File: src/rtl/uart_rx.sv
// 8N1 UART receiver: synchronised rx line, falling-edge start detect, mid-bit sampling, 1-clk valid pulse.
// Define UART_RX_PARITY_EN for 8E1 framing with an extra parity_err output.
module uart_rx #(
  parameter int BAUD     = 434,
  parameter int SYNC_LEN = 2
) (
  input  logic       clk,
  input  logic       rst_n,
  input  logic       rx,
  output logic [7:0] dout,
  output logic       dout_vld,
  output logic       frame_err,
  output logic       busy
`ifdef UART_RX_PARITY_EN
  ,
  output logic       parity_err
`endif
);

  localparam logic [8:0] L_STROBE  = 9'(BAUD / 2 - 1);
  localparam logic [8:0] L_BIT_END = 9'(BAUD - 1);

  typedef enum logic [2:0] {
    IDLE,
    START,
    DATA,
    PARITY,
    STOP,
    BRK
  } state_t;

  state_t              r_state;
  state_t              w_next;
  logic [SYNC_LEN-1:0] r_sync;
  logic                r_rx_d;
  logic [8:0]          r_cnt_bps;
  logic [2:0]          r_cnt_bit;
  logic [7:0]          r_sh;

  logic w_rx_s;
  logic w_fall;
  logic w_strobe;
  logic w_bit_end;
  logic w_shift;
  logic w_load;
  logic w_ferr;
`ifdef UART_RX_PARITY_EN
  logic w_par_chk;
  logic r_par_bad;
`endif

  assign w_rx_s    = r_sync[SYNC_LEN-1];
  assign w_fall    = r_rx_d & ~w_rx_s;
  assign w_strobe  = (r_cnt_bps == L_STROBE);
  assign w_bit_end = (r_cnt_bps == L_BIT_END);
  assign busy      = (r_state != IDLE);

  // Synchroniser and edge-detect flops reset to the idle line level so release never fakes a start.
  always_ff @(posedge clk or negedge rst_n) begin
    if (!rst_n) begin
      r_sync <= '1;
      r_rx_d <= 1'b1;
    end else begin
      // NOTE: non-blocking assignments let every flop sample the pre-edge value, forming a real shift chain.
      r_sync <= {r_sync[SYNC_LEN-2:0], rx};
      r_rx_d <= w_rx_s;
    end
  end

  always_ff @(posedge clk or negedge rst_n) begin
    if (!rst_n) begin
      r_state <= IDLE;
    end else begin
      r_state <= w_next;
    end
  end

  always_comb begin
    // NOTE: defaults first so every path assigns every output and no latch is inferred.
    w_next  = r_state;
    w_shift = 1'b0;
    w_load  = 1'b0;
    w_ferr  = 1'b0;
`ifdef UART_RX_PARITY_EN
    w_par_chk = 1'b0;
`endif
    case (r_state)
      IDLE: begin
        if (w_fall) w_next = START;
      end
      START: begin
        // A line back high at mid start bit was a glitch, not a frame.
        if (w_strobe && w_rx_s) w_next = IDLE;
        else if (w_bit_end)     w_next = DATA;
      end
      DATA: begin
        w_shift = w_strobe;
        if (w_bit_end && (r_cnt_bit == 3'd7)) begin
`ifdef UART_RX_PARITY_EN
          w_next = PARITY;
`else
          w_next = STOP;
`endif
        end
      end
`ifdef UART_RX_PARITY_EN
      PARITY: begin
        w_par_chk = w_strobe;
        if (w_bit_end) w_next = STOP;
      end
`endif
      STOP: begin
        // Leaving at the stop midpoint leaves half a bit to catch a back-to-back start edge.
        if (w_strobe) begin
          if (w_rx_s) begin
            w_load = 1'b1;
            w_next = IDLE;
          end else begin
            w_ferr = 1'b1;
            w_next = BRK;
          end
        end
      end
      BRK: begin
        if (w_rx_s) w_next = IDLE;
      end
      default: w_next = IDLE;
    endcase
  end

  always_ff @(posedge clk or negedge rst_n) begin
    if (!rst_n) begin
      r_cnt_bps <= '0;
      r_cnt_bit <= '0;
      r_sh      <= '0;
    end else begin
      if (r_state == IDLE || w_bit_end) r_cnt_bps <= '0;
      else                              r_cnt_bps <= r_cnt_bps + 9'd1;

      if (r_state != DATA)  r_cnt_bit <= '0;
      else if (w_bit_end)   r_cnt_bit <= r_cnt_bit + 3'd1;

      if (w_shift) r_sh <= {w_rx_s, r_sh[7:1]};
    end
  end

  always_ff @(posedge clk or negedge rst_n) begin
    if (!rst_n) begin
      dout      <= 8'h00;
      dout_vld  <= 1'b0;
      frame_err <= 1'b0;
    end else begin
      if (w_load) dout <= r_sh;
      dout_vld  <= w_load;
      frame_err <= w_ferr;
    end
  end

`ifdef UART_RX_PARITY_EN
  // Even parity: data bits plus parity bit must XOR to zero; the byte is delivered regardless.
  always_ff @(posedge clk or negedge rst_n) begin
    if (!rst_n) begin
      r_par_bad  <= 1'b0;
      parity_err <= 1'b0;
    end else begin
      if (w_par_chk) r_par_bad <= ^{r_sh, w_rx_s};
      parity_err <= w_load & r_par_bad;
    end
  end
`endif

endmodule

File: config.mk
export PLATFORM = sky130hd
export DESIGN_NAME = uart_rx
export DESIGN_NICKNAME = d
export VERILOG_FILES = /design/src/rtl/uart_rx.sv
export SDC_FILE = /design/constraint.sdc
export NUM_CORES = 1
export LEC_CHECK = 0
export CORE_ASPECT_RATIO = 0.75
export CORE_MARGIN = 10
export CORE_UTILIZATION = 56
export DETAILED_ROUTE_END_ITERATION = 7
export MAX_ROUTING_LAYER = met4
export PLACE_DENSITY = 0.89
export SYNTH_ARGS = -nofsm -noshare
export SYNTH_HDL_FRONTEND = slang
export SYNTH_SLANG_ARGS = --single-unit
File: constraint.sdc
create_clock -name clk -period 2.5 [get_ports clk]
set_clock_uncertainty 0.2 [all_clocks]
set_input_delay 0.5 -clock clk [delete_from_list [all_inputs] [get_ports clk]]
set_output_delay 0.5 -clock clk [all_outputs]
set_load 0.01 [all_outputs]
# ---- Word-level counts from Yosys, hierarchy flattened
# Index checks and enable logic that the tools add are counted.
dict set report classes {
  n_eq_ne 13
  addsub 2
  n_reduce_logical 7
  n_bitwise 2
  muxes 18
}
# operator n
set ops {}
lappend ops {{$mux W3} 9}
lappend ops {{$pmux W3 S5} 1}
lappend ops {{$add A9 B1 Y9 const B} 1}
lappend ops {{$eq A3 B3 Y1 const B} 3}
lappend ops {{$eq A9 B8 Y1 const B} 1}
lappend ops {{$eq A9 B9 Y1 const B} 1}
lappend ops {{$mux W9} 1}
lappend ops {{$ne A2 B2 Y1 const B} 4}
lappend ops {{$mux W1} 7}
lappend ops {{$reduce_and A5 Y1} 1}
lappend ops {{$add A3 B1 Y3 const B} 1}
lappend ops {{$eq A3 B1 Y1 const B} 1}
lappend ops {{$eq A3 B2 Y1 const B} 1}
lappend ops {{$logic_not A3 Y1} 1}
lappend ops {{$ne A3 B2 Y1 const B} 1}
lappend ops {{$ne A3 B3 Y1 const B} 1}
lappend ops {{$reduce_bool A3 Y1} 1}
lappend ops {{$logic_and A1 B1 Y1} 2}
lappend ops {{$reduce_bool A2 Y1} 1}
lappend ops {{$and A1 B1 Y1} 1}
lappend ops {{$logic_or A1 B1 Y1} 1}
lappend ops {{$not A1 Y1} 1}
dict set report word_totals {
  elab_cells 51
  reg_bits 36
  input_bits 3
  out_inout_bits 11
}

# ---- Logic depth before layout (Yosys ltp)
# Gate-level depths: netlist of run 1.
dict set report logic_depth {
  ltp_word 4
  mapped_depth 7
  ltp_nobuf 7
}

# ---- Least setup slack after synthesis of run 1
# OpenSTA, ideal clock, no wires.
dict set report synth_timing {
  kind {register -> register}
  start {register r_cnt_bps[1]}
  end {register r_state[0]}
  path_stages_with_launch 8
  period_less_slack_ns 2.075
  arrival_ns 1.750
  required_ns 2.175
  path_buffers 0
  path_slack_ns 0.425
  setup_time_ns 0.125
  path_cell_list {dfrtp_1 inv_1 ha_1 nand4bb_4 nor4_4 a21oi_1 a211o_2 mux2_4}
}
dict set report synth_via {
  elab_chain_cells 4
  elab_cells_between_ends 10
  classes_between {eq/ne (5); mux (2); reduce/logical (3)}
}
# element line_no
set synth_rtl {}
lappend synth_rtl {{start: declaration} 36} ;# logic [8:0] r_cnt_bps;
lappend synth_rtl {{start signal: assignment} 138} ;# else r_cnt_bps <= r_cnt_bps + 9'd1;
lappend synth_rtl {{$eq A9 B8 Y1 / $eq A9 B9 Y1 (equally long branches)} {54, 55}}
lappend synth_rtl {{$logic_and A1 B1 Y1, on equally long branches} {93, 98}}
lappend synth_rtl {{$ne A3 B3 Y1 (no source line) (tied with other cells)} n/a}
lappend synth_rtl {{$reduce_and A5 Y1 (no source line) / $pmux W3 S5 (equally long branches)} n/a}
lappend synth_rtl {{end signal: assignment} 74} ;# r_state <= w_next;
lappend synth_rtl {{end: declaration} 32} ;# state_t r_state;
# Parallel ways exist; a longest one is shown, timed or not.
# A chain may end at the register's enable or synchronous reset.

# ---- Worst setup path after layout of run 1
dict set report layout_timing {
  start {register r_state[2]}
  end {output busy}
}
dict set report layout_via {
  elab_chain_cells 1
}
# element line_no
set layout_rtl {}
lappend layout_rtl {{$reduce_bool A3 Y1} 56} ;# assign busy = (r_state != IDLE);
lappend layout_rtl {{end: declaration} 13} ;# output logic busy
# Every way passes these cells.

==> flow_metrics.tcl, run 1 <==
set metrics [dict create \
    synth-seq-cells 36 \
    grt_max_degree 37 \
    cp_max_fo 11 \
    holdPathStages 0 \
    syn_area_per_cell_um2 12.66 \
    synth_edf_count 0 \
    cts_inserted_buffers 5 \
    power.density_nw_per_um2 681.9 \
    numClockSinks 36 \
    combPwrFrac_pct 15.7 \
    p_int_mw 0.9357 \
    hold_viol 0 \
    cts_buffer_depth 2 \
    clock_latency_ns 0.29 \
    synthToLayoutAreaGrowth_pct 16.58 \
    cts_resized 0 \
    grt_usage_pct 12.24 \
    post_cts_buffers 0 \
    seq_power_share_pct 51.6 \
    port_buffers 13 \
    initial_core_util_pct 59.93 \
    p_sw_mw 0.3424 \
    power_mw 1.278 \
    rr_worst_depth 4 \
    antenna_found_initial 0 \
    drc_errors 0 \
    fin_ws_ns 0.07381 \
    cts_root_buf "clkbuf_8" \
    routabilityCongestion 0.7645 \
    initialDrtViolationCount 33 \
    register_area_um2 904.6 \
    finalCritPeriodShare_pct 97.05 \
    first_pass_iters 4 \
    worstSetupPathType "reg2out" \
    relSlewSlack_pct 70.73 \
    tightest_slew_ns 0.4391 \
    irDropWorstVdd_mv 0.4846 \
    pin_count 14 \
    fillCellCount 197 \
    rsz0062_at_grt "no" \
    clkTransAtPathRegs_ns 0.07 \
    status "finished clean" \
    finalNetCount 153 \
    cts_tree "built" \
    synth_flop_cell "dfrtp_1" \
    hold-path-endpoint "r_sync[1]" \
    first_global_vias 1009 \
    period_minus_slack_ns 2.426 \
    hp-start "r_sync[0]" \
    ys_seq_area_share_pct 56.26 \
    rr_startpoint "r_state[2]" \
    setup_viol 0 \
    grt_pass1_wl_um 4802 \
    final_common_cell "dfrtp_1" \
    multi_input_area_um2 663.1 \
    die-area_um2 5437 \
    rows 16 \
    vias_per_cell 5.412 \
    grt-ovfl-total 0 \
    report.final.slew_viol_count 0 \
    wirelength_um 2820 \
    die_w_um 81.87 \
    final_cell_mix "dfrtp_1 (33), nor2_1 (17), mux2_2 (14)" \
    yosysWarnings 0 \
    hold_slack_ns 0.1652 \
    max_clock_freq_ghz 0.4122 \
    cts_hold_buffers 0 \
    p_leak_nw 0.8477 \
    drive_gt1_share_pct 21.92 \
    end_kind "output pin" \
    core_area_um2 2683 \
    startpoint_type "flop" \
    synth_area_um2 1608 \
    cts_max_level 2 \
    hold_class "reg2reg" \
    dp_slack_ns 0.3270 \
    drv_cap 0 \
    crit_required_ns 1.80 \
    syn_inst 127 \
    fin_setup_tns_ns 0 \
    switching_share_pct 26.79 \
    post_drt_wl_per_cell_um 15.49 \
    critical_path_arrival_ns 1.73 \
    syn_nets 135 \
    pwr-share-clk_pct 32.7 \
    rrSetupSlack_ns 0.31 \
    synthArstFlopShare_pct 100.0 \
    die_y_um 66.41 \
    num_vias 985 \
    synth_cell_types 34 \
    postRouteAntennaNets 0 \
    dp_hpwl_um 2042 \
    r2r-end "r_sh[0]" \
    antenna_cells 0 \
]
-- layout make-up --
class	instances	share of cell area, %
clock buffer	7	4.606
clock inverter	1	0.4005
inverter	6	1.202
multi-input combinational	81	35.38
sequential	36	48.26
tap	36	2.403
timing repair buffer	15	7.744
-- flip-flops by register name (all words and copies together) (netlist names) --
register   flops
r_cnt_bit      3
dout           8
r_sync         2
r_sh           8
dout_vld       1
r_cnt_bps      9
frame_err      1
r_state        3
r_rx_d         1
-- power groups by stage --
stage | sequential [mW] | clock, mW | combinational [mW]
floorplan | 0.647 | 0 | 0.159
global placement | 0.666 | 0 | 0.198
detailed placement | 0.670 | 0 | 0.201
CTS | 0.659 | 0.428 | 0.205
global route | 0.667 | 0.452 | 0.227
finish | 0.659 | 0.418 | 0.201
-- worst max path at each step --
stage | start | endpoint | slack, ns | depth (start not counted)
after floorplan | r_cnt_bps[1] | r_state[0] | 0.42 | 7
after global placement | r_state[2] | r_sh[7] | 0.39 | 4
after detailed placement | r_cnt_bps[0] | dout[7] | 0.33 | 6
after CTS | r_state[2] | busy | 0.06 | 2
after global routing | r_state[2] | busy | 0.01 | 2
final | r_state[2] | busy | 0.07 | 2
-- metrics by stage --
step                cell area, um^2  std cells  util [%]
finish                         1874        182     69.87
detailed placement             1780        174     66.37
floorplan                      1608        127         -
global route                   1874        182     69.87
global placement               1780        174     66.37
CTS                            1874        182     69.87
-- worst max-delay path, cell delays in order, from the launching register on --
cell and delay [ns]:
dfrtp_1 0.49, or3_1 0.45, clkdlybuf4s50_1 0.50
-- metal layers --
metal	wire [um]	GRT usage, %	share of wire (%)	up-vias
met5	0	-	0	-
met4	43	5.085	1.5	0
met3	162	5.299	5.7	6
met2	1405	18.95	50	15
met1	1209	13.54	43	498
li1	-	-	-	466
-- cell usage after synthesis (3+ instances only) --
| library cell | n | area [um^2] |
|---|---|---|
| nand3_1 | 3 | 15.01 |
| nor2_1 | 17 | 63.81 |
| inv_1 | 6 | 22.52 |
| xnor2_1 | 6 | 52.55 |
| ha_1 | 5 | 62.56 |
| nand2_1 | 4 | 15.01 |
| dfrtp_1 | 33 | 825.8 |
| dfstp_2 | 3 | 78.83 |
| mux2_2 | 14 | 157.7 |
-- cell families (layout without fill, tap and decap cells) --
logic type / after synthesis / in the layout / share of synthesized area [%]
and+or+nand+nor: 40 / 40 / 15.17
DFF: 36 / 36 / 56.26
xor gates and xnor gates: 8 / 8 / 4.358
AOI/OAI and AO/OA: 8 / 8 / 3.502
adders and majority gates: 5 / 5 / 3.891
buffers and inverters: 10 / 29 / 2.490
muxes: 20 / 20 / 14.32
Power figures use the tool's default switching activity.
==> run 2: changes to the inputs <==
- PLACE_DENSITY: 0.89 -> 0.78
==> flow_metrics.tcl, run 2 (same netlist as run 1, synthesis figures left out) <==
set metrics [dict create \
    status "finished clean" \
    top_register "r_cnt_bps" \
    critPathBufInv 1 \
    placed_cell_area_um2 1780 \
    cts_hold_buffers 0 \
    hold_viol 0 \
    fin_setup_tns_ns 0 \
    vias_per_cell 5.315 \
    worstSetupPathType "reg2out" \
    drive_gt1_share_pct 21.38 \
    grt-ovfl-total 0 \
    cts_tree "built" \
    fin_area_um2 1858 \
    top_usage_layer "met2" \
    power.density_nw_per_um2 665.9 \
    grt_util_met3_pct 4.484 \
    critical_path_arrival_ns 1.73 \
    relSlewSlack_pct 71.91 \
    startpoint_type "flop" \
    period_minus_slack_ns 2.427 \
    rsz0062_at_grt "no" \
    crit_path_max_incr_delay_ns 0.51 \
    power_mw 1.237 \
    antenna_found_initial 0 \
    grt_pass1_wl_um 4581 \
    cp_top_family "buffers and inverters" \
    first_global_vias 992 \
    port_buffers 13 \
    cts_buffer_depth 2 \
    final_common_cell "dfrtp_1" \
    rr_startpoint "r_state[2]" \
    cts_max_level 2 \
    hp-start "r_sync[0]" \
    cp_max_fo 11 \
    initial_core_util_pct 59.93 \
    cp-startpoint "r_state[2]" \
    numClockSinks 36 \
    max_clock_freq_ghz 0.4120 \
    post_cts_buffers 0 \
    fin_ws_ns 0.07286 \
    hold_class "reg2reg" \
    drv_cap 0 \
    num_vias 962 \
    use_met1_pct 13.24 \
    synthToLayoutAreaGrowth_pct 15.56 \
    report.final.slew_viol_count 0 \
    initialDrtViolationCount 53 \
    grt_usage_pct 11.36 \
    rows 16 \
    slowest_stage "clkdlybuf4s50_1" \
    clkTransAtPathRegs_ns 0.06 \
    core_area_um2 2683 \
    rrSetupSlack_ns 0.32 \
    path_cells "or3_1 > clkdlybuf4s50_1" \
    postRouteAntennaNets 0 \
    cts_root_buf "clkbuf_8" \
    grt_max_degree 37 \
    post_drt_wl_per_cell_um 14.45 \
    cts_resized 0 \
    post-route-util_pct 69.26 \
    grt_util_met2_pct 16.89 \
    finalCritPeriodShare_pct 97.09 \
    die_w_um 81.87 \
    dp_hpwl_um 1901 \
    first_pass_iters 4 \
    crit_required_ns 1.80 \
    finalNetCount 153 \
    clock_latency_ns 0.28 \
    end_kind "output pin" \
    dp_slack_ns 0.3293 \
    routabilityCongestion 0.7803 \
    final_cell_mix "dfrtp_1 (33), nor2_1 (17), mux2_2 (14)" \
    top_regs "r_cnt_bps: 9 flops, dout: 8 flops, r_sh: 8 flops" \
    p_leak_nw 0.8443 \
    antenna_cells 0 \
    drc_errors 0 \
    cts_inserted_buffers 5 \
    wirelength_um 2616 \
    largest_reg_flops 9 \
    tightest_slew_ns 0.4213 \
    setup_viol 0 \
    die-area_um2 5437 \
    die_y_um 66.41 \
    pin_count 14 \
    irDropWorstVdd_mv 0.4915 \
    fillCellCount 208 \
]
==> run 2: cell count changes in the layout (fill, tap and decap cells not counted), sizes merged <==
cell      change
clkbuf        -1
clkinvlp      -1
clkinv        +1
==> run 2: worst paths after layout <==
| check | end | cells after the start |
|---|---|---|
| worst min-delay path | r_sync[1] | 0 |
| worst max register to register | r_sh[0] | 4 |
| min in group asynchronous | r_cnt_bps[6] | 2 |
| worst min register to register | r_sync[1] | 0 |
| worst max-delay path | busy | 2 |
| max in group asynchronous | r_rx_d | 2 |
==> run 2: area by class of cell <==
type,count,area (um^2),area share [%]
multi-input combinational,81,663.1,35.69
timing repair buffer,15,145.1,7.811
sequential,36,904.6,48.69
clock inverter,1,5.005,0.2694
clock buffer,6,72.57,3.906
inverter,6,22.52,1.212
tap,36,45.04,2.424
==> run 2: metrics by stage <==
| stage | hold slack (ns) | instances |
|---|---|---|
| global route | 0.1658 | 181 |
| detailed placement | 0.1524 | 174 |
| global placement | 0.1492 | 174 |
| floorplan | 0.004409 | 127 |
| finish | 0.1609 | 181 |
| CTS | 0.1618 | 181 |
==> run 2: per-layer routing <==
layer,up-vias,share of wire [%]
met5,-,0
li1,469,-
met3,4,4.5
met1,474,49
met2,15,46
met4,0,0.92
==> run 2: power by group <==
| part | leakage [nW] | switching, mW | internal (mW) |
|---|---|---|---|
| registers | 0.488 | 0.0457 | 0.615 |
| logic | 0.315 | 0.102 | 0.0990 |
| clock network | 0.0410 | 0.187 | 0.189 |
| total | 0.844 | 0.334 | 0.903 |
==> run 3: changes to the inputs <==
- CORE_MARGIN: 10 -> default
- clock period: 2.5 -> 2.6 ns (I/O delays scaled with it)
==> flow_metrics.tcl, run 3 (same netlist as run 1, synthesis figures left out) <==
set metrics [dict create \
    initial_core_util_pct 60.39 \
    cts_tree "built" \
    num_vias 970 \
    vias_per_cell 5.389 \
    final_common_cell "dfrtp_1" \
    hold_slack_ns 0.1611 \
    final_cell_mix "dfrtp_1 (33), nor2_1 (17), mux2_2 (14)" \
    clock_latency_ns 0.28 \
    cts_resized 0 \
    routabilityCongestion 0.8387 \
    die_w_um 63.87 \
    dp_hpwl_um 1948 \
    largest_reg_flops 9 \
    cts_max_level 2 \
    fillCellCount 187 \
    rsz0062_at_grt "no" \
    fin_ws_ns 0.1500 \
    rows 16 \
    drv_cap 0 \
    end_kind "output pin" \
    first_global_vias 991 \
    critical_path_arrival_ns 1.73 \
    antenna_cells 0 \
    wirelength_um 2722 \
    grt_max_degree 37 \
    p_leak_nw 0.8389 \
    tightest_slew_ns 0.4505 \
    die-area_um2 3092 \
    cp_max_fo 11 \
    rr_worst_depth 6 \
    multi_input_area_um2 663.1 \
    fin_setup_tns_ns 0 \
    hold_viol 0 \
    grt-ovfl-total 0 \
    period_minus_slack_ns 2.450 \
    startpoint_type "flop" \
    drive_gt1_share_pct 20.83 \
    first_pass_iters 4 \
    top_regs "r_cnt_bps: 9 flops, dout: 8 flops, r_sh: 8 flops" \
    cts_root_buf "clkbuf_8" \
    cts_hold_buffers 0 \
    cts_inserted_buffers 5 \
    initialDrtViolationCount 37 \
    antenna_found_initial 0 \
    report.final.slew_viol_count 0 \
    numClockSinks 36 \
    postRouteAntennaNets 0 \
    finalCritPeriodShare_pct 94.23 \
    top_register "r_cnt_bps" \
    port_buffers 13 \
    register_area_um2 904.6 \
    worstSetupPathType "reg2out" \
    core_area_um2 2663 \
    die_y_um 48.41 \
    irDropWorstVdd_mv 0.4737 \
    hold_class "reg2reg" \
    crit_required_ns 1.88 \
    post_drt_wl_per_cell_um 15.12 \
    grt_pass1_wl_um 4968 \
    finalNetCount 152 \
    power.density_nw_per_um2 643.4 \
    setup_viol 0 \
    clkTransAtPathRegs_ns 0.06 \
    drc_errors 0 \
    pin_count 14 \
    post_cts_buffers 0 \
    relSlewSlack_pct 69.74 \
    max_clock_freq_ghz 0.4082 \
    dp_slack_ns 0.3776 \
    grt_usage_pct 23.24 \
    holdPathStages 0 \
    cts_buffer_depth 2 \
    synthToLayoutAreaGrowth_pct 15.10 \
    status "finished clean" \
]
-- run 3: per-layer routing --
layer / wire (um) / vias to the layer above / GRT usage [%]
met5: 0 / - / -
met4: 51 / 0 / 12.12
met3: 83 / 4 / 6.604
met2: 1345 / 17 / 34.40
met1: 1241 / 487 / 29.17
li1: - / 462 / -
-- run 3: power breakdown --
group / internal, mW / switching (mW)
Clock: 0.182 / 0.180
Sequential: 0.591 / 0.0462
Combinational: 0.0934 / 0.0982
Total: 0.866 / 0.324
-- run 3: final timing paths --
kind	from	end	slack [ns]
worst min register to register	r_sync[0]	r_sync[1]	0.16
worst min-delay path	r_sync[0]	r_sync[1]	0.16
worst max register to register	r_cnt_bps[0]	dout[7]	0.36
max in group asynchronous	rst_n	r_sync[1]	1.41
worst max-delay path	r_state[2]	busy	0.15
min in group asynchronous	rst_n	r_cnt_bps[4]	0.45
-- run 3: worst max-delay path, cell delays in order, from the launching register on --
cell             delay (ns)
dfrtp_1                0.48
or3_1                  0.46
clkdlybuf4s50_1        0.50
-- run 3: cell type report --
class / count / area share (%)
Timing Repair Buffer: 14 / 7.437
Sequential cell: 36 / 48.88
Multi-Input combinational cell: 81 / 35.84
Clock buffer: 6 / 3.922
Tap cell: 36 / 2.434
Inverter: 6 / 1.217
Clock inverter: 1 / 0.2705
-- run 3: per-stage QoR --
stage               power (mW)  util [%]  std cells  area [um^2]
floorplan               0.7754         -        127         1608
global placement        0.8315     66.59        173         1773
detailed placement      0.8410     66.59        173         1773
CTS                      1.204     69.50        180         1851
global route             1.254     69.50        180         1851
finish                   1.191     69.50        180         1851
